$ cat src/rtl/ibis_video_timing_gen.sv
// rtl/ibis_video_timing_gen.sv - reprogrammable raster timing generator with frame-boundary mode switch
module ibis_video_timing_gen #(
  parameter int CLK_DIV   = 5,
  parameter int XW        = 12,
  parameter int YW        = 11,
  parameter int H_ACTIVE  = 640,
  parameter int H_FP      = 16,
  parameter int H_SYNC    = 96,
  parameter int H_BP      = 48,
  parameter int V_ACTIVE  = 480,
  parameter int V_FP      = 10,
  parameter int V_SYNC    = 2,
  parameter int V_BP      = 33,
  parameter bit HSYNC_POL = 1'b0,
  parameter bit VSYNC_POL = 1'b0
) (
  input  logic          aclk,
  input  logic          areset,
  input  logic          enable,
  input  logic          cfg_valid,
  output logic          cfg_ready,
  input  logic [XW-1:0] cfg_h_active,
  input  logic [XW-1:0] cfg_h_fp,
  input  logic [XW-1:0] cfg_h_sync,
  input  logic [XW-1:0] cfg_h_bp,
  input  logic [YW-1:0] cfg_v_active,
  input  logic [YW-1:0] cfg_v_fp,
  input  logic [YW-1:0] cfg_v_sync,
  input  logic [YW-1:0] cfg_v_bp,
  input  logic          cfg_hsync_pol,
  input  logic          cfg_vsync_pol,
  output logic          cfg_err,
  output logic          pix_stb,
  output logic [XW-1:0] ord_x,
  output logic [YW-1:0] ord_y,
  output logic          hsync,
  output logic          vsync,
  output logic          hblankn,
  output logic          vblankn,
  output logic          de,
  output logic          line_start,
  output logic          frame_start
);

  localparam int DW = (CLK_DIV > 1) ? $clog2(CLK_DIV) : 1;
  localparam int HW = XW + 2;
  localparam int VW = YW + 2;
  localparam logic [DW-1:0] DIV_LAST = DW'(CLK_DIV - 1);
  localparam logic [HW-1:0] H_LIMIT  = {2'b01, {XW{1'b0}}};
  localparam logic [VW-1:0] V_LIMIT  = {2'b01, {YW{1'b0}}};

  typedef struct packed {
    logic [XW-1:0] ha, hfp, hs, hbp;
    logic [YW-1:0] va, vfp, vs, vbp;
    logic          hpol, vpol;
  } timing_t;

  localparam timing_t DEFAULTS = '{ha: XW'(H_ACTIVE), hfp: XW'(H_FP), hs: XW'(H_SYNC), hbp: XW'(H_BP),
                                   va: YW'(V_ACTIVE), vfp: YW'(V_FP), vs: YW'(V_SYNC), vbp: YW'(V_BP),
                                   hpol: HSYNC_POL, vpol: VSYNC_POL};

  function automatic logic [HW-1:0] h_total(input timing_t t);
    return HW'(t.ha) + HW'(t.hfp) + HW'(t.hs) + HW'(t.hbp);
  endfunction

  function automatic logic [VW-1:0] v_total(input timing_t t);
    return VW'(t.va) + VW'(t.vfp) + VW'(t.vs) + VW'(t.vbp);
  endfunction

  logic [DW-1:0] div_q, div_d;
  logic [XW-1:0] x_q, x_d;
  logic [YW-1:0] y_q, y_d;
  timing_t       live_q, live_d, shadow_q, shadow_d, cfg_in;
  logic          pending_q, pending_d, err_q, err_d, stb_q, stb_d;
  logic          ls_q, ls_d, fs_q, fs_d, hs_q, hs_d, vs_q, vs_d;
  logic          hb_q, hb_d, vb_q, vb_d, de_q, de_d;
  logic [HW-1:0] ht, h_so, h_eo;
  logic [VW-1:0] vt, v_so, v_eo;
  logic          x_last, y_last, cfg_ok;

  always_comb begin
    div_d     = div_q;
    x_d       = x_q;
    y_d       = y_q;
    live_d    = live_q;
    shadow_d  = shadow_q;
    pending_d = pending_q;
    err_d     = 1'b0;
    stb_d     = 1'b0;
    ls_d      = 1'b0;
    fs_d      = 1'b0;
    hs_d      = hs_q;
    vs_d      = vs_q;
    hb_d      = hb_q;
    vb_d      = vb_q;
    de_d      = de_q;
    h_so      = '0;
    h_eo      = '0;
    v_so      = '0;
    v_eo      = '0;

    cfg_in = '{ha: cfg_h_active, hfp: cfg_h_fp, hs: cfg_h_sync, hbp: cfg_h_bp,
               va: cfg_v_active, vfp: cfg_v_fp, vs: cfg_v_sync, vbp: cfg_v_bp,
               hpol: cfg_hsync_pol, vpol: cfg_vsync_pol};

    ht     = h_total(live_q);
    vt     = v_total(live_q);
    // ">=" rather than "==" also recovers a counter that somehow sits beyond its total
    x_last = {2'b00, x_q} >= (ht - HW'(1));
    y_last = {2'b00, y_q} >= (vt - VW'(1));

    if (enable) begin
      div_d = (div_q == DIV_LAST) ? '0 : div_q + DW'(1);
      if (div_q == DIV_LAST) begin
        stb_d = 1'b1;
        if (x_last) begin
          x_d = '0;
          y_d = y_last ? '0 : y_q + YW'(1);
          if (y_last && pending_q) begin
            live_d    = shadow_q;
            pending_d = 1'b0;
          end
        end else begin
          x_d = x_q + XW'(1);
          if ({2'b00, y_q} >= vt) y_d = '0;
        end

        // Outputs describe the new position using the set that is live there
        h_so = HW'(live_d.ha) + HW'(live_d.hfp);
        h_eo = h_so + HW'(live_d.hs);
        v_so = VW'(live_d.va) + VW'(live_d.vfp);
        v_eo = v_so + VW'(live_d.vs);
        hb_d = {2'b00, x_d} < HW'(live_d.ha);
        vb_d = {2'b00, y_d} < VW'(live_d.va);
        hs_d = (({2'b00, x_d} >= h_so) && ({2'b00, x_d} < h_eo)) ? live_d.hpol : ~live_d.hpol;
        vs_d = (({2'b00, y_d} >= v_so) && ({2'b00, y_d} < v_eo)) ? live_d.vpol : ~live_d.vpol;
        de_d = hb_d & vb_d;
        ls_d = (x_d == '0);
        fs_d = (x_d == '0) && (y_d == '0);
      end
    end

    cfg_ok = (cfg_in.ha != '0) && (cfg_in.hfp != '0) && (cfg_in.hs != '0) && (cfg_in.hbp != '0) &&
             (cfg_in.va != '0) && (cfg_in.vfp != '0) && (cfg_in.vs != '0) && (cfg_in.vbp != '0) &&
             (h_total(cfg_in) <= H_LIMIT) && (v_total(cfg_in) <= V_LIMIT);

    // Apply needs pending=1 and transfer needs pending=0, so they never collide
    if (cfg_valid && !pending_q) begin
      if (cfg_ok) begin
        shadow_d  = cfg_in;
        pending_d = 1'b1;
      end else begin
        err_d = 1'b1;
      end
    end
  end

  always_ff @(posedge aclk) begin
    if (areset) begin
      div_q     <= '0;
      x_q       <= '0;
      y_q       <= '0;
      live_q    <= DEFAULTS;
      shadow_q  <= DEFAULTS;
      pending_q <= 1'b0;
      err_q     <= 1'b0;
      stb_q     <= 1'b0;
      ls_q      <= 1'b0;
      fs_q      <= 1'b0;
      hs_q      <= ~HSYNC_POL;
      vs_q      <= ~VSYNC_POL;
      hb_q      <= 1'b1;
      vb_q      <= 1'b1;
      de_q      <= 1'b1;
    end else begin
      div_q     <= div_d;
      x_q       <= x_d;
      y_q       <= y_d;
      live_q    <= live_d;
      shadow_q  <= shadow_d;
      pending_q <= pending_d;
      err_q     <= err_d;
      stb_q     <= stb_d;
      ls_q      <= ls_d;
      fs_q      <= fs_d;
      hs_q      <= hs_d;
      vs_q      <= vs_d;
      hb_q      <= hb_d;
      vb_q      <= vb_d;
      de_q      <= de_d;
    end
  end

  assign cfg_ready   = ~pending_q;
  assign cfg_err     = err_q;
  assign pix_stb     = stb_q;
  assign ord_x       = x_q;
  assign ord_y       = y_q;
  assign hsync       = hs_q;
  assign vsync       = vs_q;
  assign hblankn     = hb_q;
  assign vblankn     = vb_q;
  assign de          = de_q;
  assign line_start  = ls_q;
  assign frame_start = fs_q;

endmodule
$ cat config.mk
export PLATFORM = sky130hd
export DESIGN_NAME = ibis_video_timing_gen
export DESIGN_NICKNAME = d
export VERILOG_FILES = /design/src/rtl/ibis_video_timing_gen.sv
export SDC_FILE = /design/constraint.sdc
export NUM_CORES = 1
export LEC_CHECK = 0
export CAP_MARGIN = 10
export CELL_PAD_IN_SITES_DETAIL_PLACEMENT = 1
export CELL_PAD_IN_SITES_GLOBAL_PLACEMENT = 2
export CORE_UTILIZATION = 41
export CTS_BUF_LIST = sky130_fd_sc_hd__clkbuf_2 sky130_fd_sc_hd__clkbuf_4 sky130_fd_sc_hd__clkbuf_8
export DETAILED_ROUTE_END_ITERATION = 8
export PLACE_DENSITY_LB_ADDON = 0.1
export SYNTH_ARGS = -nofsm -noshare
export SYNTH_HDL_FRONTEND = slang
export SYNTH_SLANG_ARGS = --single-unit
$ cat constraint.sdc
create_clock -name aclk -period 19 [get_ports aclk]
set_input_delay 2.85 -clock aclk [delete_from_list [all_inputs] [get_ports aclk]]
set_output_delay 2.85 -clock aclk [all_outputs]
set_load 0.005 [all_outputs]
After elaboration in Yosys (flattened, before gate mapping)
Index checks and enable logic that the tools add are counted.

storage, ports and cells
  register bits after elaboration = 224

operators by class
  eq/ne operators = 3
  $lt $le $gt $ge = 11
  muxes and demuxes = 23
  $add $sub $neg = 21
  reduce and logical (&&, ||, !) cells = 31
  bitwise gates (word level) = 7

operators by type and width
  cell                   count
  $mux 94                4
  $mux 11                5
  $reduce_bool 12->1     4
  $reduce_bool 11->1     4
  $add 13x12->14         3
  $add 12x11->13         3
  $add 12x12->13         3
  $add 11x11->12         3
  $mux 12                3
  $add 14x12->14         2
  $add 13x11->13         2
  $ge 11x13->1           2
  $ge 12x14->1           1
  $le 14x13->1 const B   1
  $logic_and 1x1->1      14
  $lt 12x14->1           1
  $sub 14x1->14 const B  1
  $ge 12x13->1           1
  $le 13x12->1 const B   1
  $lt 11x13->1           1
  $sub 13x1->13 const B  1
  $add 12x1->12 const B  1
  $ge 11x12->1           1
  $logic_not 12->1       1
  other kinds (17)       33

Longest topological paths before layout
  depth after elaboration = 15
  mapped depth = 52
  mapped depth without buffers = 50

Worst setup path before layout
No wires, ideal clock.

  kind = register to register
  from = register live_q[25] (netlist name)
  to = register hs_q (netlist: hsync)
  clock period less this slack = 9.902 ns
  required time = 18.873 ns
  arrival time = 9.774 ns
  setup time = 0.127 ns
  path slack = 9.098 ns
  cell stages (with the launch flop) = 44
  path through = dfxtp_1 -> fa_1 -> fa_1 -> ha_1 -> inv_1 -> fa_1 -> nand2b_1 -> a211oi_1 -> mux2i_1 -> a311oi_1 -> nor4_1 -> nand2_1 -> xnor2_1 -> ha_1 -> a211oi_1 -> nand2_1 -> o22ai_1 -> a311oi_1 -> (+8 left out) -> o21bai_1 -> maj3_1 -> a221oi_1 -> nor3b_1 -> nor2_1 -> ha_1 -> a21oi_1 -> o21ai_0 -> a21o_1 -> a21oi_1 -> xor2_1 -> ha_1 -> o211ai_1 -> o31a_1 -> a21oi_1 -> a211oi_1 -> xnor2_1 -> a21oi_1

between the ends
  longest elaborated chain between the ends = 15
  elaborated cells between the ends (all ways) = 17
  classes of those cells = add/sub (6); order compare (3); mux (5); bitwise (1); reduce/logical (2)

ends and longest elaborated chain
  item                    line  text
  start, declared         73    timing_t live_q, live_d, shadow_q, shadow_d, cfg_in;
  start signal, assigned  179   live_q <= live_d;
  $add 11x11->12 *        67    return VW'(t.va) + VW'(t.vfp) + VW'(t.vs) + VW'(t.vbp);
  $add 12x11->13 *        67
  $add 13x11->13 *        67
  $sub 13x1->13 *         110   y_last = {2'b00, y_q} >= (vt - VW'(1));
  $ge 11x13->1 *          110
  $logic_and 1x1->1 *     119   if (y_last && pending_q) begin
  $mux 94 *               119
  $mux 94 *               116   if (x_last) begin
  $mux 94 *               114   if (div_q == DIV_LAST) begin
  $mux 94 *               112   if (enable) begin
  $add 12x12->13          129   h_so = HW'(live_d.ha) + HW'(live_d.hfp);
  $add 13x12->14          130   h_eo = h_so + HW'(live_d.hs);
  $lt 12x14->1            135   hs_d = (({2'b00, x_d} >= h_so) && ({2'b00, x_d} < h_eo)) ? live_d.hpol : ~live_d.hpol;
  $logic_and 1x1->1       135
  $mux 1 *                135
  end signal, assigned    170   hs_q <= ~HSYNC_POL;
  end signal, assigned    186   hs_q <= hs_d;
  end, declared           75    logic ls_q, ls_d, fs_q, fs_d, hs_q, hs_d, vs_q, vs_d;

Mark *: on every way between the ends. The rest lies on a longest branch, timed or not. The select of a mux whose other input is x is not followed.
A chain may end at the register's enable or synchronous reset.

Worst setup path in the final report
  from = register live_q[25] (netlist name)
  to = register vs_q (netlist: vsync)

between the ends
  longest elaborated chain between the ends = 15
  elaborated cells between the ends (all ways) = 23
  classes of those cells = add/sub (6); order compare (4); mux (10); bitwise (1); reduce/logical (2)

ends and longest elaborated chain
  item                  line  text
  $add 11x11->12        67
  $add 12x11->13        67
  $add 13x11->13        67
  $sub 13x1->13         110
  $ge 11x13->1          110
  $logic_and 1x1->1     119
  $mux 94               119
  $mux 94               116
  $mux 94               114
  $mux 94               112
  $add 11x11->12        131   v_so = VW'(live_d.va) + VW'(live_d.vfp);
  $add 12x11->13        132   v_eo = v_so + VW'(live_d.vs);
  $lt 11x13->1          136   vs_d = (({2'b00, y_d} >= v_so) && ({2'b00, y_d} < v_eo)) ? live_d.vpol : ~live_d.vpol;
  $logic_and 1x1->1     136
  $mux 1 *              136
  end signal, assigned  171   vs_q <= ~VSYNC_POL;
  end signal, assigned  187   vs_q <= vs_d;
  end, declared         75

Marked as above.

==> results.md <==
- In this run the cell area of the synthesized design comes to 18100 um2.
- The final weighted congestion in routability-driven placement is 0.929.
- The share of total power dissipated in sequential elements is 38.8%.
- The share of post-route cells with drive strength above 1 is 5.10%.
- In this run, the combinational gates consume 22.7% of the power.
- The die is 212 um wide.
- The number of synthesized register bits is 224.
- Detailed routing inserted a total of 16000 vias.
- In this run, post-CTS repair resized a total of 0 instances.
- The wire-length estimate of the detail-placed layout is 48100 um.
- The number of max-slew violations in the final report is 0.
- The measured slew at the worst slew-check pin is 1.11 ns.
- After synthesis, the share of flip-flops with an asynchronous set or reset is 0%.
- The number of antenna diodes in the final layout is 0.
- Global routing consumed, over all layers together, 27.0% of the routing resources.
- In the final design database the tool counted 2655 nets.
- The count of hold buffers inserted by post-cts repair is 0.
- Leaving out fill and tap cells, the most frequent cells in the layout are sky130_fd_sc_hd__nor2_1, sky130_fd_sc_hd__dfxtp_1, sky130_fd_sc_hd__ha_1.
- Setup violations remaining at the end of the flow were counted as 0.
- In this design, the stage delay of the slowest critical-path cell is 0.61 ns.
- Cell internal power was estimated by the tool at 0.897 mW.
- The largest fanout of any net on the critical path is 67.
- The worst path uses 57.7% of the clock period.
- For this run, the number of standard cells in the final layout without fillers is 2859.
- The number of flops mapped to enable cells by yosys is 0.
- The total number of placement rows is 76.
- The run finished with clean final reports.
- Net switching is 31.5% of the power.
- The area share of and/or/nand/nor cells after synthesis is 16.3%.
- Adding up every negative setup slack in the final design gives 0 ns.
- The number of nets with antenna violations after routing is 0.
- For this run, design rule violations remaining after detail routing come to 0.
- The H-tree depth is 2.
- The initial antenna violation count came to 0.
- The die height is 212 um.
- The sequential share of the synthesized area is 24.7%.
- The number of hold violations in the final report is 0.
- The mux cell area share after synthesis is 5.76%.
- The kind of end point of the critical path is a flip-flop.
- VDD sags by at most 42.8 uV.
- At the worst endpoint, the required time is 19.52 ns.
- The net count after synthesis is 2545.
- The tightest min-delay check is of the flip-flop to flip-flop type.
- The category of the critical setup timing path is flip-flop to flip-flop.
- The synthesized netlist devotes 4.49% of its cell area to XOR and XNOR gates.
- The critical path startpoint category is a flip-flop.
- The clock-pin slew on the worst setup and hold paths is 0.06 ns.
- The library cell used most frequently in the layout, excluding fill and tap cells, is sky130_fd_sc_hd__nor2_1.
- In this run, distinct cell masters in the synthesized netlist total 81.
- CTS saw 224 sinks.
- The area added between synthesis and finish is 15.1%.
- The total die area is 45100 um2.
- By instance count, the cell type seen most on the critical path is sky130_fd_sc_hd__ha_1.
- For this design the ratio of total power to cell area is 62.8 nW/um2.
- For this block, the initial DRC count from the detailed router was 859.
- The worst path needs 10.97 ns of the cycle, external delays included.
- The clock power share is 38.5%.
- The switching power total is 0.413 mW.
- The flip-flop cell with the highest count after synthesis is sky130_fd_sc_hd__dfxtp_1.
- The initial cell density of the core is 41.8%.
- The number of warnings reported in the yosys synthesis log is 0.
- Data on the critical path arrives at its endpoint at 11.49 ns.
- The via count of the first global-routing pass is 16300.
- The total global routing overflow is 0.
- The area share of fa/ha/maj cells after synthesis is 25.4%.
- The synthesized-area fraction occupied by ao, oa, aoi and oai cells is 17.5%.
- The total of max-cap violations is 0.
- The number of instances in the placed design is 2790.
- Entering global routing, the biggest net connects 72 pins.
- The number of buffers inserted during clock tree synthesis is 43.
- 131 I/O pins were placed.
- The total routed wirelength is 60200 um.
- The clock arrives with 0.0342 ns of skew.
- The global-route wire length before repair is 93200 um.
- Derived from the worst setup path, the maximum achievable clock frequency is 91.2 MHz.
- Dividing the detail-routed via count by the number of cells gives 5.59.
- The post-CTS setup repair buffer count is 0.
- The count of cells along the worst hold path is 2.
- TritonCTS built the clock tree.
- The analysis attributes to cell leakage a power of 8.96 nW.
- The number of buffers on the longest clock path is 3.
- Buffers placed on the I/O ports in this run total 130.
- The number of cells on the worst reg-to-reg path is 43.
- The mean routed wirelength per cell is 21.1 um.
- Averaged over all synthesized cells, the footprint is 8.47 um2.
- The master of the slowest instance on the critical path is sky130_fd_sc_hd__nor4_1.
- Clock tree synthesis selected as its root buffer the cell sky130_fd_sc_hd__clkbuf_8.
- Fill cells in the final layout number 5165.
- By area, the combinational part of the netlist is dominated by adder cells.
- The core region area is 43400 um2.
- The gate count after technology mapping is 2140.
- Setup repair after global routing left no endpoint under its margin.
- Clock latency on the worst-skew pair, taken at its later pin, is 0.63 ns.
- The number of iterations in the first detailed-routing pass is 5.
- In this run the tightest slew margin relative to its limit is 25.6%.
## final timing paths
check,start,end,slack (ns)
hold reg to reg,live_q[57]$_SDFFE_PP0P_,live_q[57]$_SDFFE_PP0P_,0.46
setup reg to reg,live_q[25]$_SDFFE_PP1P_,vsync$_SDFFE_PP1P_,8.03
hold / removal,live_q[57]$_SDFFE_PP0P_,live_q[57]$_SDFFE_PP0P_,0.46
setup / recovery,live_q[25]$_SDFFE_PP1P_,vsync$_SDFFE_PP1P_,8.03
## power groups by stage
stage | clock network (mW) | logic [mW] | registers, mW
global placement | 0 | 0.287 | 0.517
finish | 0.504 | 0.298 | 0.508
floorplan | 0 | 0.205 | 0.506
detailed placement | 0 | 0.296 | 0.517
CTS | 0.517 | 0.299 | 0.507
global route | 0.536 | 0.329 | 0.510
## kinds of logic (layout without fill, tap and decap cells)
family | after synthesis | after routing
buffers and inverters | 278 | 412
flip-flops | 224 | 224
AO/OA/AOI/OAI | 479 | 479
adder cells (fa/ha/maj) | 313 | 313
multiplexers | 104 | 104
XOR/XNOR | 92 | 92
AND/OR/NAND/NOR | 650 | 650
## area by class of cell
| class | count | area [um2] | area share [%] |
|---|---|---|---|
| clock buffers | 65 | 795 | 3.81 |
| multi-input cells | 1638 | 12600 | 60.5 |
| repair buffers | 148 | 1440 | 6.89 |
| flip-flops and latches | 224 | 4480 | 21.5 |
| clock inverters | 4 | 67.6 | 0.324 |
| well taps | 585 | 732 | 3.51 |
| inverters | 195 | 732 | 3.51 |
## per-stage QoR
step / area (um2) / power [mW] / hold slack, ns / setup WS [ns] / util (%)
final: 20900 / 1.31 / 0.457 / 8.03 / 48.1
after detailed placement: 20000 / 0.813 / 0.448 / 8.09 / 46.1
after global routing: 20900 / 1.37 / 0.480 / 7.15 / 48.1
after floorplan: 18100 / 0.711 / 0.431 / 9.10 / -
after CTS: 20900 / 1.32 / 0.456 / 8.03 / 48.1
after global placement: 20000 / 0.803 / 0.445 / 8.49 / 46.1
## per-layer routing
metal / part of all wire (%) / vias up / track usage, % / wire, um
li1: - / 7687 / - / -
met1: 51 / 7882 / 40.4 / 30800
met2: 42 / 339 / 39.8 / 25000
met3: 4.8 / 80 / 3.49 / 2890
met4: 2.5 / 0 / 8.24 / 1490
met5: 0 / - / 0 / 0
## state kept, by name (all words and copies together) (netlist names), 3 cells and up
| name | flops |
|---|---|
| live_q | 94 |
| shadow_q | 94 |
| ord_x | 12 |
| ord_y | 11 |
| div_q | 3 |
## synth_stat cells (all sizes together) (36+ instances only)
cell | count | area share (%)
nor2 | 229 | 4.7
a21o | 41 | 1.7
clkbuf | 57 | 1.2
nand3 | 36 | 1.0
mux2i | 102 | 5.6
dfxtp | 224 | 25
fa | 94 | 10
ha | 213 | 15
a211oi | 43 | 1.8
nor3 | 46 | 1.3
inv | 194 | 4.0
xnor2 | 50 | 2.4
o21ai | 92 | 2.6
a21oi | 154 | 4.3
nand2 | 203 | 4.2
xor2 | 42 | 2.1
## critical path: cells and delay by family, from the launching register on
family	cells	cell delay, ns
adder cells (fa/ha/maj)	9	3.00
XOR/XNOR	3	0.60
buffers and inverters	3	0.73
multiplexers	1	0.23
flip-flops	1	0.45
AO/OA/AOI/OAI	16	3.89
AND/OR/NAND/NOR	11	1.95
Power figures use the tool's default switching activity.
